### config.mk
export PLATFORM = sky130hd
export DESIGN_NAME = arm_phase_sequencer_flat
export DESIGN_NICKNAME = d
export VERILOG_FILES = /design/src/rtl/arm_phase_sequencer_pkg.sv /design/src/rtl/arm_phase_sequencer_if.sv /design/src/rtl/arm_phase_sequencer_mem_wait_timer.sv /design/src/rtl/arm_phase_sequencer.sv /design/src/flat_wrapper.sv
export SDC_FILE = /design/constraint.sdc
export NUM_CORES = 1
export LEC_CHECK = 0
export CAP_MARGIN = 20
export CORE_ASPECT_RATIO = 1.1
export CORE_MARGIN = 3
export CORE_UTILIZATION = 26
export CTS_BUF_LIST = sky130_fd_sc_hd__clkbuf_4 sky130_fd_sc_hd__clkbuf_8
export DETAILED_ROUTE_END_ITERATION = 16
export PLACE_DENSITY = 0.48
export SYNTH_ARGS = -nofsm -noshare
export SYNTH_HDL_FRONTEND = slang
export SYNTH_SLANG_ARGS = --single-unit
### constraint.sdc
create_clock -name clk -period 1.4 [get_ports clk]
set_input_delay 0.28 -clock clk [delete_from_list [all_inputs] [get_ports clk]]
set_output_delay 0.28 -clock clk [all_outputs]
set_load 0.01 [all_outputs]
### src/rtl/arm_phase_sequencer_pkg.sv
// ----------------------------------------------------------------------------
// arm_seq_pkg
// Shared types for the LEGv8 multicycle phase sequencer.
//   seq_state_t     : FSM state encoding
//   dec_ctl_t       : decoder controls captured during DECODE
//   STATE_W         : state register width
//   DEF_MEM_TIMEOUT : default data-memory wait limit in MEM-state cycles
// ----------------------------------------------------------------------------
package arm_seq_pkg;

    localparam int STATE_W         = 3;
    localparam int DEF_MEM_TIMEOUT = 15;

    typedef enum logic [STATE_W-1:0] {
        S_IDLE   = 3'd0,
        S_FETCH  = 3'd1,
        S_DECODE = 3'd2,
        S_EXEC   = 3'd3,
        S_MEM    = 3'd4,
        S_WB     = 3'd5,
        S_ERROR  = 3'd6
    } seq_state_t;

    typedef struct packed {
        logic is_mem;   // instruction visits MEM
        logic no_wb;    // instruction does not write the register file
        logic branch;
        logic uncond;
    } dec_ctl_t;

endpackage

### src/rtl/arm_phase_sequencer_if.sv
// ----------------------------------------------------------------------------
// arm_phase_sequencer_if
// Datapath-side signals of the phase sequencer.
//   master : the sequencer (takes decoder/ALU/memory status, drives enables)
//   slave  : the datapath (drives status, takes enables and PC strobes)
// Status : mem_read, mem_write, branch, uncond_branch, zero, mem_ready
// Enables: fetch_en, decode_en, exec_en, mem_en, wb_en, pc_src, pc_we
// ----------------------------------------------------------------------------
interface arm_phase_sequencer_if;
    logic mem_read;
    logic mem_write;
    logic branch;
    logic uncond_branch;
    logic zero;
    logic mem_ready;

    logic fetch_en;
    logic decode_en;
    logic exec_en;
    logic mem_en;
    logic wb_en;
    logic pc_src;
    logic pc_we;

    modport master (
        input  mem_read, mem_write, branch, uncond_branch, zero, mem_ready,
        output fetch_en, decode_en, exec_en, mem_en, wb_en, pc_src, pc_we
    );

    modport slave (
        output mem_read, mem_write, branch, uncond_branch, zero, mem_ready,
        input  fetch_en, decode_en, exec_en, mem_en, wb_en, pc_src, pc_we
    );
endinterface

### src/rtl/arm_phase_sequencer_mem_wait_timer.sv
// ----------------------------------------------------------------------------
// mem_wait_timer
// Counts MEM-state cycles spent without mem_ready.
//   clk, reset : clock, synchronous active-low reset
//   clr        : restart count at zero (sequencer outside MEM)
//   en         : count this cycle (in MEM, ready not seen)
//   expired    : this counted cycle brings the count to MEM_TIMEOUT
// ----------------------------------------------------------------------------
module mem_wait_timer #(
    parameter int MEM_TIMEOUT = 15
) (
    input  logic clk,
    input  logic reset,
    input  logic clr,
    input  logic en,
    output logic expired
);
    localparam int CW = $clog2(MEM_TIMEOUT + 1);

    logic [CW-1:0] cnt;

    always_ff @(posedge clk) begin
        if (!reset || clr) cnt <= '0;
        else if (en)       cnt <= cnt + CW'(1);
    end

    // Flagged on the cycle that would make the count reach MEM_TIMEOUT, so the
    // FSM leaves for ERROR on the same edge instead of spending an extra cycle.
    assign expired = en && (cnt == CW'(MEM_TIMEOUT - 1));

endmodule

### src/rtl/arm_phase_sequencer.sv
// ----------------------------------------------------------------------------
// arm_phase_sequencer
// Single-clock multicycle phase sequencer for the LEGv8 datapath. Issues
// one-cycle phase enables (FETCH, DECODE, EXEC, MEM, WB), PC strobes, and
// waits on data memory with a timeout that parks the FSM in ERROR.
//   clk, reset  : clock, synchronous active-low reset
//   run         : free-run level
//   step        : single-instruction pulse, honoured only in IDLE
//   dp          : datapath interface (master side)
//   busy        : in FETCH..WB
//   mem_error   : sticky memory timeout flag
//   cycle_count, instr_count : perf counters, only with ARM_SEQ_PERF_EN
// All outputs are registered from the next-state decode, so an enable is high
// exactly during the cycle its state is current and no input reaches an
// output combinationally.
// ----------------------------------------------------------------------------
module arm_phase_sequencer
    import arm_seq_pkg::*;
#(
    parameter int WORD        = 64,
    parameter int MEM_TIMEOUT = DEF_MEM_TIMEOUT
) (
    input  logic                  clk,
    input  logic                  reset,
    input  logic                  run,
    input  logic                  step,
    arm_phase_sequencer_if.master dp,
    output logic                  busy,
    output logic                  mem_error
`ifdef ARM_SEQ_PERF_EN
    ,
    output logic [WORD-1:0]       cycle_count,
    output logic [WORD-1:0]       instr_count
`endif
);

    seq_state_t state, state_nxt;
    dec_ctl_t   ctl_q, ctl_nxt;
    logic       pc_src_q, pc_src_nxt;
    logic       tmr_expired;

    mem_wait_timer #(.MEM_TIMEOUT(MEM_TIMEOUT)) u_timer (
        .clk     (clk),
        .reset   (reset),
        .clr     (state != S_MEM),
        .en      ((state == S_MEM) && !dp.mem_ready),
        .expired (tmr_expired)
    );

    always_comb begin
        state_nxt  = state;
        ctl_nxt    = ctl_q;
        pc_src_nxt = pc_src_q;
        case (state)
            S_IDLE:   if (run || step) state_nxt = S_FETCH;
            S_FETCH:  state_nxt = S_DECODE;
            S_DECODE: begin
                state_nxt      = S_EXEC;
                ctl_nxt.is_mem = dp.mem_read | dp.mem_write;
                ctl_nxt.no_wb  = dp.mem_write | dp.branch | dp.uncond_branch;
                ctl_nxt.branch = dp.branch;
                ctl_nxt.uncond = dp.uncond_branch;
            end
            S_EXEC: begin
                pc_src_nxt = ctl_q.uncond | (ctl_q.branch & dp.zero);
                state_nxt  = ctl_q.is_mem ? S_MEM : S_WB;
            end
            S_MEM: begin
                // Ready wins over expiry on the last allowed cycle.
                if (dp.mem_ready)     state_nxt = S_WB;
                else if (tmr_expired) state_nxt = S_ERROR;
            end
            S_WB:     state_nxt = run ? S_FETCH : S_IDLE;
            S_ERROR:  state_nxt = S_ERROR;
            default:  state_nxt = S_IDLE;
        endcase
    end

    always_ff @(posedge clk) begin
        if (!reset) begin
            state        <= S_IDLE;
            ctl_q        <= '0;
            pc_src_q     <= 1'b0;
            dp.fetch_en  <= 1'b0;
            dp.decode_en <= 1'b0;
            dp.exec_en   <= 1'b0;
            dp.mem_en    <= 1'b0;
            dp.wb_en     <= 1'b0;
            dp.pc_we     <= 1'b0;
            dp.pc_src    <= 1'b0;
            busy         <= 1'b0;
            mem_error    <= 1'b0;
        end else begin
            state        <= state_nxt;
            ctl_q        <= ctl_nxt;
            pc_src_q     <= pc_src_nxt;
            dp.fetch_en  <= (state_nxt == S_FETCH);
            dp.decode_en <= (state_nxt == S_DECODE);
            dp.exec_en   <= (state_nxt == S_EXEC);
            dp.mem_en    <= (state_nxt == S_MEM);
            dp.wb_en     <= (state_nxt == S_WB) && !ctl_nxt.no_wb;
            dp.pc_we     <= (state_nxt == S_WB);
            dp.pc_src    <= (state_nxt == S_WB) && pc_src_nxt;
            busy         <= (state_nxt != S_IDLE) && (state_nxt != S_ERROR);
            mem_error    <= mem_error || (state_nxt == S_ERROR);
        end
    end

`ifdef ARM_SEQ_PERF_EN
    always_ff @(posedge clk) begin
        if (!reset) begin
            cycle_count <= '0;
            instr_count <= '0;
        end else begin
            if (busy)          cycle_count <= cycle_count + WORD'(1);
            if (state == S_WB) instr_count <= instr_count + WORD'(1);
        end
    end
`endif

endmodule

### src/flat_wrapper.sv
// flat-port wrapper written by rule: the top's interface ports become plain ports
module arm_phase_sequencer_flat import arm_seq_pkg::*;
#(
    parameter int WORD        = 64,
    parameter int MEM_TIMEOUT = DEF_MEM_TIMEOUT
)
  (clk, reset, run, step, busy, mem_error, dp_mem_read, dp_mem_write, dp_branch, dp_uncond_branch, dp_zero, dp_mem_ready, dp_fetch_en, dp_decode_en, dp_exec_en, dp_mem_en, dp_wb_en, dp_pc_src, dp_pc_we);
  arm_phase_sequencer_if dp_i ();
  input  logic clk;
  input  logic reset;
  input  logic run;
  input  logic step;
  output logic busy;
  output logic mem_error;
  input wire logic [$bits(dp_i.mem_read)-1:0] dp_mem_read;
  input wire logic [$bits(dp_i.mem_write)-1:0] dp_mem_write;
  input wire logic [$bits(dp_i.branch)-1:0] dp_branch;
  input wire logic [$bits(dp_i.uncond_branch)-1:0] dp_uncond_branch;
  input wire logic [$bits(dp_i.zero)-1:0] dp_zero;
  input wire logic [$bits(dp_i.mem_ready)-1:0] dp_mem_ready;
  output wire logic [$bits(dp_i.fetch_en)-1:0] dp_fetch_en;
  output wire logic [$bits(dp_i.decode_en)-1:0] dp_decode_en;
  output wire logic [$bits(dp_i.exec_en)-1:0] dp_exec_en;
  output wire logic [$bits(dp_i.mem_en)-1:0] dp_mem_en;
  output wire logic [$bits(dp_i.wb_en)-1:0] dp_wb_en;
  output wire logic [$bits(dp_i.pc_src)-1:0] dp_pc_src;
  output wire logic [$bits(dp_i.pc_we)-1:0] dp_pc_we;
  assign dp_i.mem_read = dp_mem_read;
  assign dp_i.mem_write = dp_mem_write;
  assign dp_i.branch = dp_branch;
  assign dp_i.uncond_branch = dp_uncond_branch;
  assign dp_i.zero = dp_zero;
  assign dp_i.mem_ready = dp_mem_ready;
  assign dp_fetch_en = dp_i.fetch_en;
  assign dp_decode_en = dp_i.decode_en;
  assign dp_exec_en = dp_i.exec_en;
  assign dp_mem_en = dp_i.mem_en;
  assign dp_wb_en = dp_i.wb_en;
  assign dp_pc_src = dp_i.pc_src;
  assign dp_pc_we = dp_i.pc_we;
  arm_phase_sequencer #(.WORD(WORD), .MEM_TIMEOUT(MEM_TIMEOUT)) u_core (.clk(clk), .reset(reset), .run(run), .step(step), .dp(dp_i), .busy(busy), .mem_error(mem_error));
endmodule
==> results of run 1 <==
[layer usage]
layer	GRT usage [%]	part of all wire, %	vias up
met5	0	0	-
met4	5.785	0.92	0
met3	2.135	3.8	2
met2	17.04	49	11
met1	10.83	46	343
li1	-	-	383
[cell type report]
cell class	instances	area [um2]	area share, %
clock buffers	4	30.03	2.383
inverters	4	15.01	1.192
multi-input cells	63	461.7	36.64
flip-flops and latches	21	426.7	33.86
well taps	48	60.06	4.767
repair buffers	31	266.5	21.15
[synthesized netlist by cell type]
library cell,instances
a211oi_2,1
a21o_1,2
a21oi_1,5
and2_1,1
and3_1,2
and3_2,1
and3b_2,1
and4bb_2,2
buf_4,1
buf_6,1
clkbuf_1,1
clkbuf_2,1
dfxtp_1,21
ha_1,2
inv_1,4
mux2i_1,4
nand2_1,2
nand2b_1,1
nand3_1,1
nand3b_1,1
nand4b_1,2
nor2_1,8
nor2b_1,7
nor3_1,1
nor3b_2,1
o211a_1,2
o211ai_1,1
o21a_1,1
o21ai_0,3
o221a_2,1
o221ai_1,1
or2b_1,1
or3_1,2
or3b_1,1
or4_1,1
xnor2_1,1
xor2_1,3
[worst register-to-register path, stage by stage, from the launching register on]
cell and delay [ps]:
dfxtp_2 370, buf_4 150, or3b_1 360, o221a_2 160
a211oi_2 210
[how the worst max path moves through the flow]
| stage | from | to | slack [ps] | cells after the start |
|---|---|---|---|---|
| floorplan | u_core.state[1]$_SDFF_PN0_ | u_core.dp.wb_en$_SDFF_PN0_ | 160 | 4 |
| finish | u_core.state[2]$_SDFF_PN0_ | u_core.dp.mem_en$_SDFF_PN0_ | 90 | 4 |
| global placement | step | u_core.dp.exec_en$_SDFF_PN0_ | -130 | 4 |
| CTS | u_core.state[1]$_SDFF_PN0_ | u_core.ctl_q[0]$_SDFFE_PN0P_ | 50 | 4 |
| global route | u_core.state[2]$_SDFF_PN0_ | u_core.dp.mem_en$_SDFF_PN0_ | 20 | 4 |
| detailed placement | step | u_core.dp.exec_en$_SDFF_PN0_ | -160 | 4 |
[kinds of logic (layout without fill, tap and decap cells)]
family	count (synthesis)	count (layout)	share of synthesized area, %
simple gates	36	36	25.34
xor+xnor	4	4	3.815
buf+inv	8	39	4.631
flops	21	21	45.78
fa+ha+maj	2	2	2.724
mux	4	4	4.360
compound gates	17	17	13.35
[stage by stage]
| stage | total power, uW | util (%) | instance area (um2) | instances |
|---|---|---|---|---|
| 4_1_cts | 1257 | 37.18 | 1249 | 171 |
| 3_3_place_gp | 941.2 | 36.59 | 1229 | 167 |
| 2_1_floorplan | 823.4 | - | 918.4 | 92 |
| 6_report | 1232 | 37.52 | 1260 | 171 |
| 3_5_place_dp | 942.1 | 36.59 | 1229 | 167 |
| 5_1_grt | 1326 | 37.52 | 1260 | 171 |
[power by group]
group,internal [uW],switching [uW],leakage [uW],total [uW]
sequential,637,33.7,0.000172,670
combinational,147,105,0.000370,252
clock,130,180,0.0000184,310
total,914,319,0.000561,1230
[cells in the final DEF (no fill, tap or decap), types with 3 or more instances in the layout]
cell type,Yosys,final
a21oi_1,5,5
buf_4,1,13
clkbuf_4,0,4
clkdlybuf4s50_1,0,9
dfxtp_1,21,18
dlygate4sd2_1,0,9
inv_1,4,4
mux2i_1,4,4
nor2_1,8,8
nor2b_1,7,7
o21ai_0,3,3
xor2_1,3,3
==> flow_summary.json, run 1 <==
{
  "status": "finished, final reports clean",
  "syn_nets": 104,
  "r2r-end": "u_core.dp.mem_en$_SDFF_PN0_",
  "post-route-drc-count": 0,
  "final_antenna_net_count": 0,
  "cts_setup_buffers": 0,
  "fin_nets": 136,
  "cts_hold_buf": 0,
  "syn_area_per_cell_um2": 9.982,
  "avgRoutedWirePerCell_um": 10.83,
  "initial_utilization_pct": 27.35,
  "cp_top_family": "flip-flops",
  "top_regs": "u_core.ctl_q (4), u_core.u_timer.cnt (4), u_core.state (3)",
  "worstHoldStart": "u_core.mem_error$_SDFF_PN0_",
  "core_area_mm2": 0.003358,
  "p_leak_uw": 0.0005610,
  "setup_viol": 0,
  "dp_hpwl_um": 1454,
  "crit_chain": "buf_4 > or3b_1 > o221a_2 > a211oi_2",
  "reg2reg_depth": 4,
  "seq_area_frac_synth_pct": 45.78,
  "cts_root_buf": "clkbuf_4",
  "grt_pass1_vias": 752,
  "maxCapViolations": 0,
  "max_freq_mhz": 763.8,
  "antenna_found_initial": 0,
  "grt_start_max_net_pins": 12,
  "synth_top_area_cell": "dfxtp_1",
  "cts.sinks": 21,
  "setup_tns_ps": 0,
  "crit_fanout": 6,
  "synth_top_area_share_pct": 45.78,
  "pre_cts_ws_ps": -161.7,
  "crit_arrival_ps": 1540,
  "clkTransAtPathRegs_ps": 120,
  "slowest_stage": "dfxtp_2",
  "relSlewSlack_pct": 79.20,
  "num_rows": 22,
  "required_ps": 1630,
  "grt_usage_pct": 9.648,
  "netlist_area_um2": 918.4,
  "via_per_inst": 4.322,
  "netlist_instances": 92,
  "synth.area.top_cells": "dfxtp_1 46%, nor2b_1 4.8%, mux2i_1 4.4%",
  "area_growth_pct": 37.19,
  "pwr_density_cell_mw_per_mm2": 978.1,
  "hold_slack_ps": 476.5,
  "critPathBufInv": 1,
  "rsz0062_at_grt": "no",
  "tightest_slew_ps": 312.0,
  "first_pass_iters": 4,
  "min_period_ps": 1309,
  "grt_pass1_wl_um": 3180,
  "finalCritPeriodShare_pct": 93.51,
  "ys_ff_latch": 21,
  "ys_types": 37,
  "min_path_cells": 1,
  "cts_resized": 10,
  "die_w_um": 62.67,
  "ff2ff_setup_slack_ps": 90,
  "reg2reg_from": "u_core.state[2]$_SDFF_PN0_",
  "num_antenna_cells": 0,
  "cts_buffers": 3,
  "fill_cells": 374,
  "critical_path.endpoint_type": "flop",
  "ios": 19,
  "clk_latency_ps": 300,
  "die_h_um": 68.34,
  "ir_drop_mv": 0.3724,
  "grt_overflow": 0,
  "cts_tree": "done",
  "min_path_type": "flop to flop",
  "critPathKind": "flop to flop",
  "die-area_mm2": 0.004282,
  "gp_congestion": 0.7365,
  "drive_gt1_share_pct": 21.95,
  "min_to": "u_core.mem_error$_SDFF_PN0_",
  "portBuffers": 18,
  "cts.htree.levels": 1,
  "slowest_delay_ps": 370,
  "first_iter_violations": 13,
  "worst_slack_ps": 90.80,
  "yosysWarnings": 0,
  "final-hold-violation-count": 0,
  "wirelength_um": 1852,
  "report.final.slew_viol_count": 0,
  "fin_skew_ps": 5.990,
  "num_vias": 739,
  "cts_max_path_buffers": 2,
  "critPathLaunchType": "flop"
}
No activity file was read; power rests on OpenSTA's default activity.
==> run 2, diff against run 1 <==
--- a/config.mk
+++ b/config.mk
@@ -6,7 +6,6 @@
 export NUM_CORES = 1
 export LEC_CHECK = 0
 export CAP_MARGIN = 20
-export CORE_ASPECT_RATIO = 1.1
 export CORE_MARGIN = 3
 export CORE_UTILIZATION = 26
 export CTS_BUF_LIST = sky130_fd_sc_hd__clkbuf_4 sky130_fd_sc_hd__clkbuf_8
==> flow_summary.json, run 2 (synthesized netlist as in run 1, its figures left out) <==
{
  "status": "finished, final reports clean",
  "final-hold-violation-count": 0,
  "gp_congestion": 0.7158,
  "gr-usage-met3_pct": 3.419,
  "ir_drop_mv": 0.4857,
  "top_usage_layer": "met2",
  "min_to": "u_core.mem_error$_SDFF_PN0_",
  "cts_max_path_buffers": 2,
  "num_antenna_cells": 0,
  "fill_cells": 358,
  "critical_path.endpoint_type": "flop",
  "tightest_slew_ps": 310.7,
  "min_period_ps": 1333,
  "fin_nets": 134,
  "p_leak_uw": 0.0005514,
  "cts.sinks": 21,
  "via_per_inst": 4.503,
  "report.final.slew_viol_count": 0,
  "use_met2_pct": 16.31,
  "clk_latency_ps": 310,
  "rsz0062_at_grt": "yes",
  "top_regs": "u_core.ctl_q (4), u_core.u_timer.cnt (4), u_core.state (3)",
  "required_ps": 1600,
  "setup_viol": 0,
  "grt_overflow": 0,
  "ios": 19,
  "post-route-cell-area_mm2": 0.001229,
  "die_w_um": 65.43,
  "setup_tns_ps": 0,
  "place_area_mm2": 0.001209,
  "avgRoutedWirePerCell_um": 11.20,
  "worstHoldStart": "u_core.mem_error$_SDFF_PN0_",
  "num_rows": 20,
  "critPathLaunchType": "flop",
  "critPathKind": "flop to flop",
  "hold_slack_ps": 480.5,
  "pwr_density_cell_mw_per_mm2": 981.5,
  "cts_root_buf": "clkbuf_4",
  "cts_tree": "done",
  "min_path_type": "flop to flop",
  "p_total_uw": 1206,
  "grt_pass1_vias": 737,
  "crit_arrival_ps": 1530,
  "pre_cts_ws_ps": -154.9,
  "final_antenna_net_count": 0,
  "r2r-end": "u_core.ctl_q[0]$_SDFFE_PN0P_",
  "max_freq_mhz": 750.4,
  "crit_fanout": 8,
  "antenna_found_initial": 0,
  "layout_common_cells": "18 x dfxtp_1, 11 x buf_4, 9 x clkdlybuf4s50_1, 9 x dlygate4sd2_1, 8 x nor2_1",
  "cts_hold_buf": 0,
  "mostFrequentLayoutCell": "dfxtp_1",
  "wirelength_um": 1848,
  "cts_resized": 10,
  "post-route-drc-count": 0,
  "first_pass_iters": 3,
  "finalCritPeriodShare_pct": 95.19,
  "cts_buffers": 3,
  "grt_usage_pct": 9.760,
  "area_growth_pct": 33.79,
  "worst_slack_ps": 67.29,
  "ff2ff_setup_slack_ps": 70,
  "fin_skew_ps": 14.92,
  "reg2reg_from": "u_core.state[2]$_SDFF_PN0_",
  "grt_start_max_net_pins": 13,
  "portBuffers": 18,
  "relSlewSlack_pct": 79.07,
  "dp_hpwl_um": 1401,
  "maxCapViolations": 0,
  "cts.htree.levels": 1,
  "num_vias": 743,
  "first_iter_violations": 18,
  "die-area_mm2": 0.004281,
  "drive_gt1_share_pct": 20.66,
  "die_h_um": 65.43,
  "core_area_mm2": 0.003203,
  "grt_pass1_wl_um": 3256,
  "initial_utilization_pct": 28.67,
  "reg2reg_depth": 5,
  "grt_use_met1_pct": 11.33,
  "cts_setup_buffers": 0,
  "clkTransAtPathRegs_ps": 130,
  "min_path_cells": 1
}
run 2: routing by layer:
metal	vias up	part of all wire, %
met4	0	0.97
li1	381	-
met3	2	5.0
met1	344	49
met2	16	45
met5	-	0
run 2: cell type report:
class,instances,area (um2),share of cell area (%)
Multi-Input combinational cell,63,455.4,37.07
Sequential cell,21,424.2,34.52
Timing Repair Buffer,29,251.5,20.47
Tap cell,44,55.05,4.481
Clock buffer,3,22.52,1.833
Inverter,4,15.01,1.222
Clock inverter,1,5.005,0.4073
run 2: worst max-delay path by stage:
stage / from / endpoint / slack [ps] / cells past startpoint
3_5_place_dp: step / u_core.dp.exec_en$_SDFF_PN0_ / -150 / 4
4_1_cts: u_core.state[2]$_SDFF_PN0_ / u_core.ctl_q[0]$_SDFFE_PN0P_ / 10 / 5
5_1_grt: u_core.state[2]$_SDFF_PN0_ / u_core.ctl_q[1]$_SDFFE_PN0P_ / -10 / 5
2_1_floorplan: u_core.state[1]$_SDFF_PN0_ / u_core.dp.wb_en$_SDFF_PN0_ / 160 / 4
3_3_place_gp: step / u_core.dp.exec_en$_SDFF_PN0_ / -140 / 4
6_report: u_core.state[2]$_SDFF_PN0_ / u_core.ctl_q[0]$_SDFFE_PN0P_ / 70 / 5
run 2: worst max-delay path, stage by stage, from the launching register on:
cell and delay, ps:
dfxtp_2 380, buf_4 160, nor3b_2 260, buf_4 190, mux2i_1 170, nor2b_1 60
run 2: report_power, final:
group          leakage, uW  internal (uW)  switching, uW  total, uW
logic             0.000362            141            102        243
registers         0.000172            636           34.4        670
clock network    0.0000177            107            185        292
run 2: through the flow:
stage | std cells | utilization (%)
2_1_floorplan | 92 | -
3_3_place_gp | 161 | 37.73
3_5_place_dp | 161 | 37.73
4_1_cts | 165 | 38.28
5_1_grt | 165 | 38.36
6_report | 165 | 38.36
==> run 3, diff against run 2 <==
--- a/config.mk
+++ b/config.mk
@@ -7,10 +7,10 @@
 export LEC_CHECK = 0
 export CAP_MARGIN = 20
 export CORE_MARGIN = 3
-export CORE_UTILIZATION = 26
+export CORE_UTILIZATION = 35
 export CTS_BUF_LIST = sky130_fd_sc_hd__clkbuf_4 sky130_fd_sc_hd__clkbuf_8
 export DETAILED_ROUTE_END_ITERATION = 16
-export PLACE_DENSITY = 0.48
+export PLACE_DENSITY = 0.6
 export SYNTH_ARGS = -nofsm -noshare
 export SYNTH_HDL_FRONTEND = slang
 export SYNTH_SLANG_ARGS = --single-unit
==> flow_summary.json, run 3 (synthesized netlist as in run 1, its figures left out) <==
{
  "status": "finished, final reports clean",
  "critical_path.endpoint_type": "flop",
  "top_regs": "u_core.ctl_q (4), u_core.u_timer.cnt (4), u_core.state (3)",
  "pwr_density_cell_mw_per_mm2": 990.9,
  "grt_overflow": 0,
  "min_path_type": "flop to flop",
  "report.final.slew_viol_count": 0,
  "initial_utilization_pct": 39.25,
  "critPathKind": "flop to flop",
  "first_iter_violations": 8,
  "worst_slack_ps": 48.18,
  "max_freq_mhz": 739.7,
  "cts_root_buf": "clkbuf_4",
  "grt_usage_pct": 11.09,
  "tightest_slew_ps": 314.2,
  "required_ps": 1630,
  "grt_start_max_net_pins": 14,
  "crit_fanout": 5,
  "critPathBufInv": 1,
  "num_vias": 740,
  "avgRoutedWirePerCell_um": 11.50,
  "first_pass_iters": 4,
  "cp_top_family": "compound AO/OA/AOI/OAI gates",
  "core_area_mm2": 0.002340,
  "fin_nets": 136,
  "min_period_ps": 1352,
  "final-hold-violation-count": 0,
  "cts_hold_buf": 0,
  "p_leak_uw": 0.0005654,
  "ir_drop_mv": 0.5639,
  "setup_viol": 0,
  "grt_use_met1_pct": 13.76,
  "die-area_mm2": 0.003275,
  "cts.sinks": 21,
  "ios": 19,
  "antenna_found_initial": 0,
  "grt_pass1_vias": 647,
  "dp_hpwl_um": 1293,
  "top_usage_layer": "met2",
  "cts_max_path_buffers": 2,
  "clkTransAtPathRegs_ps": 110,
  "portBuffers": 18,
  "crit_arrival_ps": 1580,
  "setup_tns_ps": 0,
  "placed_cells": 144,
  "pre_cts_ws_ps": -125.3,
  "area_growth_pct": 35.42,
  "final_antenna_net_count": 0,
  "relSlewSlack_pct": 78.83,
  "num_rows": 17,
  "num_antenna_cells": 0,
  "layoutNonFillerInstCount": 151,
  "die_w_um": 57.23,
  "wirelength_um": 1737,
  "gp_congestion": 0.7378,
  "mostFrequentLayoutCell": "dfxtp_1",
  "gr-usage-met3_pct": 5.204,
  "drive_gt1_share_pct": 21.95,
  "maxCapViolations": 0,
  "via_per_inst": 4.901,
  "slowest_delay_ps": 380,
  "clk_latency_ps": 300,
  "cts.htree.levels": 1,
  "slowest_stage": "dfxtp_4",
  "hold_slack_ps": 478.9,
  "die_h_um": 57.23,
  "use_met2_pct": 17.29,
  "cts_buffers": 3,
  "post-route-drc-count": 0,
  "fill_cells": 236,
  "cts_tree": "done",
  "finalCritPeriodShare_pct": 96.56,
  "grt_pass1_wl_um": 2842,
  "fin_skew_ps": 3.724,
  "layout_common_cells": "18 x dfxtp_1, 12 x buf_4, 9 x clkdlybuf4s50_1, 9 x dlygate4sd2_1, 8 x nor2_1",
  "rsz0062_at_grt": "no",
  "crit_chain": "buf_2 > or2b_1 > o221a_4 > a211oi_2",
  "critPathLaunchType": "flop"
}
[run 3: power breakdown]
group	switching, uW	leakage (uW)	internal [uW]
logic	107	0.000374	154
registers	33.9	0.000173	635
clock network	171	0.0000184	130
[run 3: final timing paths]
check | startpoint | endpoint | slack [ps] | cells after the start
setup / recovery | u_core.state[2]$_SDFF_PN0_ | u_core.dp.mem_en$_SDFF_PN0_ | 50 | 4
hold / removal | u_core.mem_error$_SDFF_PN0_ | u_core.mem_error$_SDFF_PN0_ | 480 | 1
setup reg to reg | u_core.state[2]$_SDFF_PN0_ | u_core.dp.mem_en$_SDFF_PN0_ | 50 | 4
hold reg to reg | u_core.mem_error$_SDFF_PN0_ | u_core.mem_error$_SDFF_PN0_ | 480 | 1
[run 3: area by class of cell]
class                      count  area (um2)  area share, %
sequential                    21       429.2          34.51
clock buffer                   4       30.03          2.414
tap                           28       35.03          2.817
multi-input combinational     63       470.5          37.83
inverter                       4       15.01          1.207
timing repair buffer          31       264.0          21.23
[run 3: per-stage QoR]
stage | total power, uW | util (%) | cell area [um2]
floorplan | 823.4 | - | 918.4
global placement | 929.4 | 50.48 | 1181
detailed placement | 931.2 | 50.48 | 1181
CTS | 1230 | 51.34 | 1201
global route | 1314 | 53.16 | 1244
finish | 1232 | 53.16 | 1244
[run 3: metal layers]
| layer | up-vias | routed length [um] |
|---|---|---|
| li1 | 383 | - |
| met1 | 333 | 802 |
| met3 | 2 | 137 |
| met2 | 22 | 789 |
| met4 | 0 | 7 |
| met5 | - | 0 |
[run 3: what timing repair did]
item | CTS | global route
gates resized for setup | 10 | 7
endpoints found under the setup margin | 12 | 9
setup buffers | 0 | 3
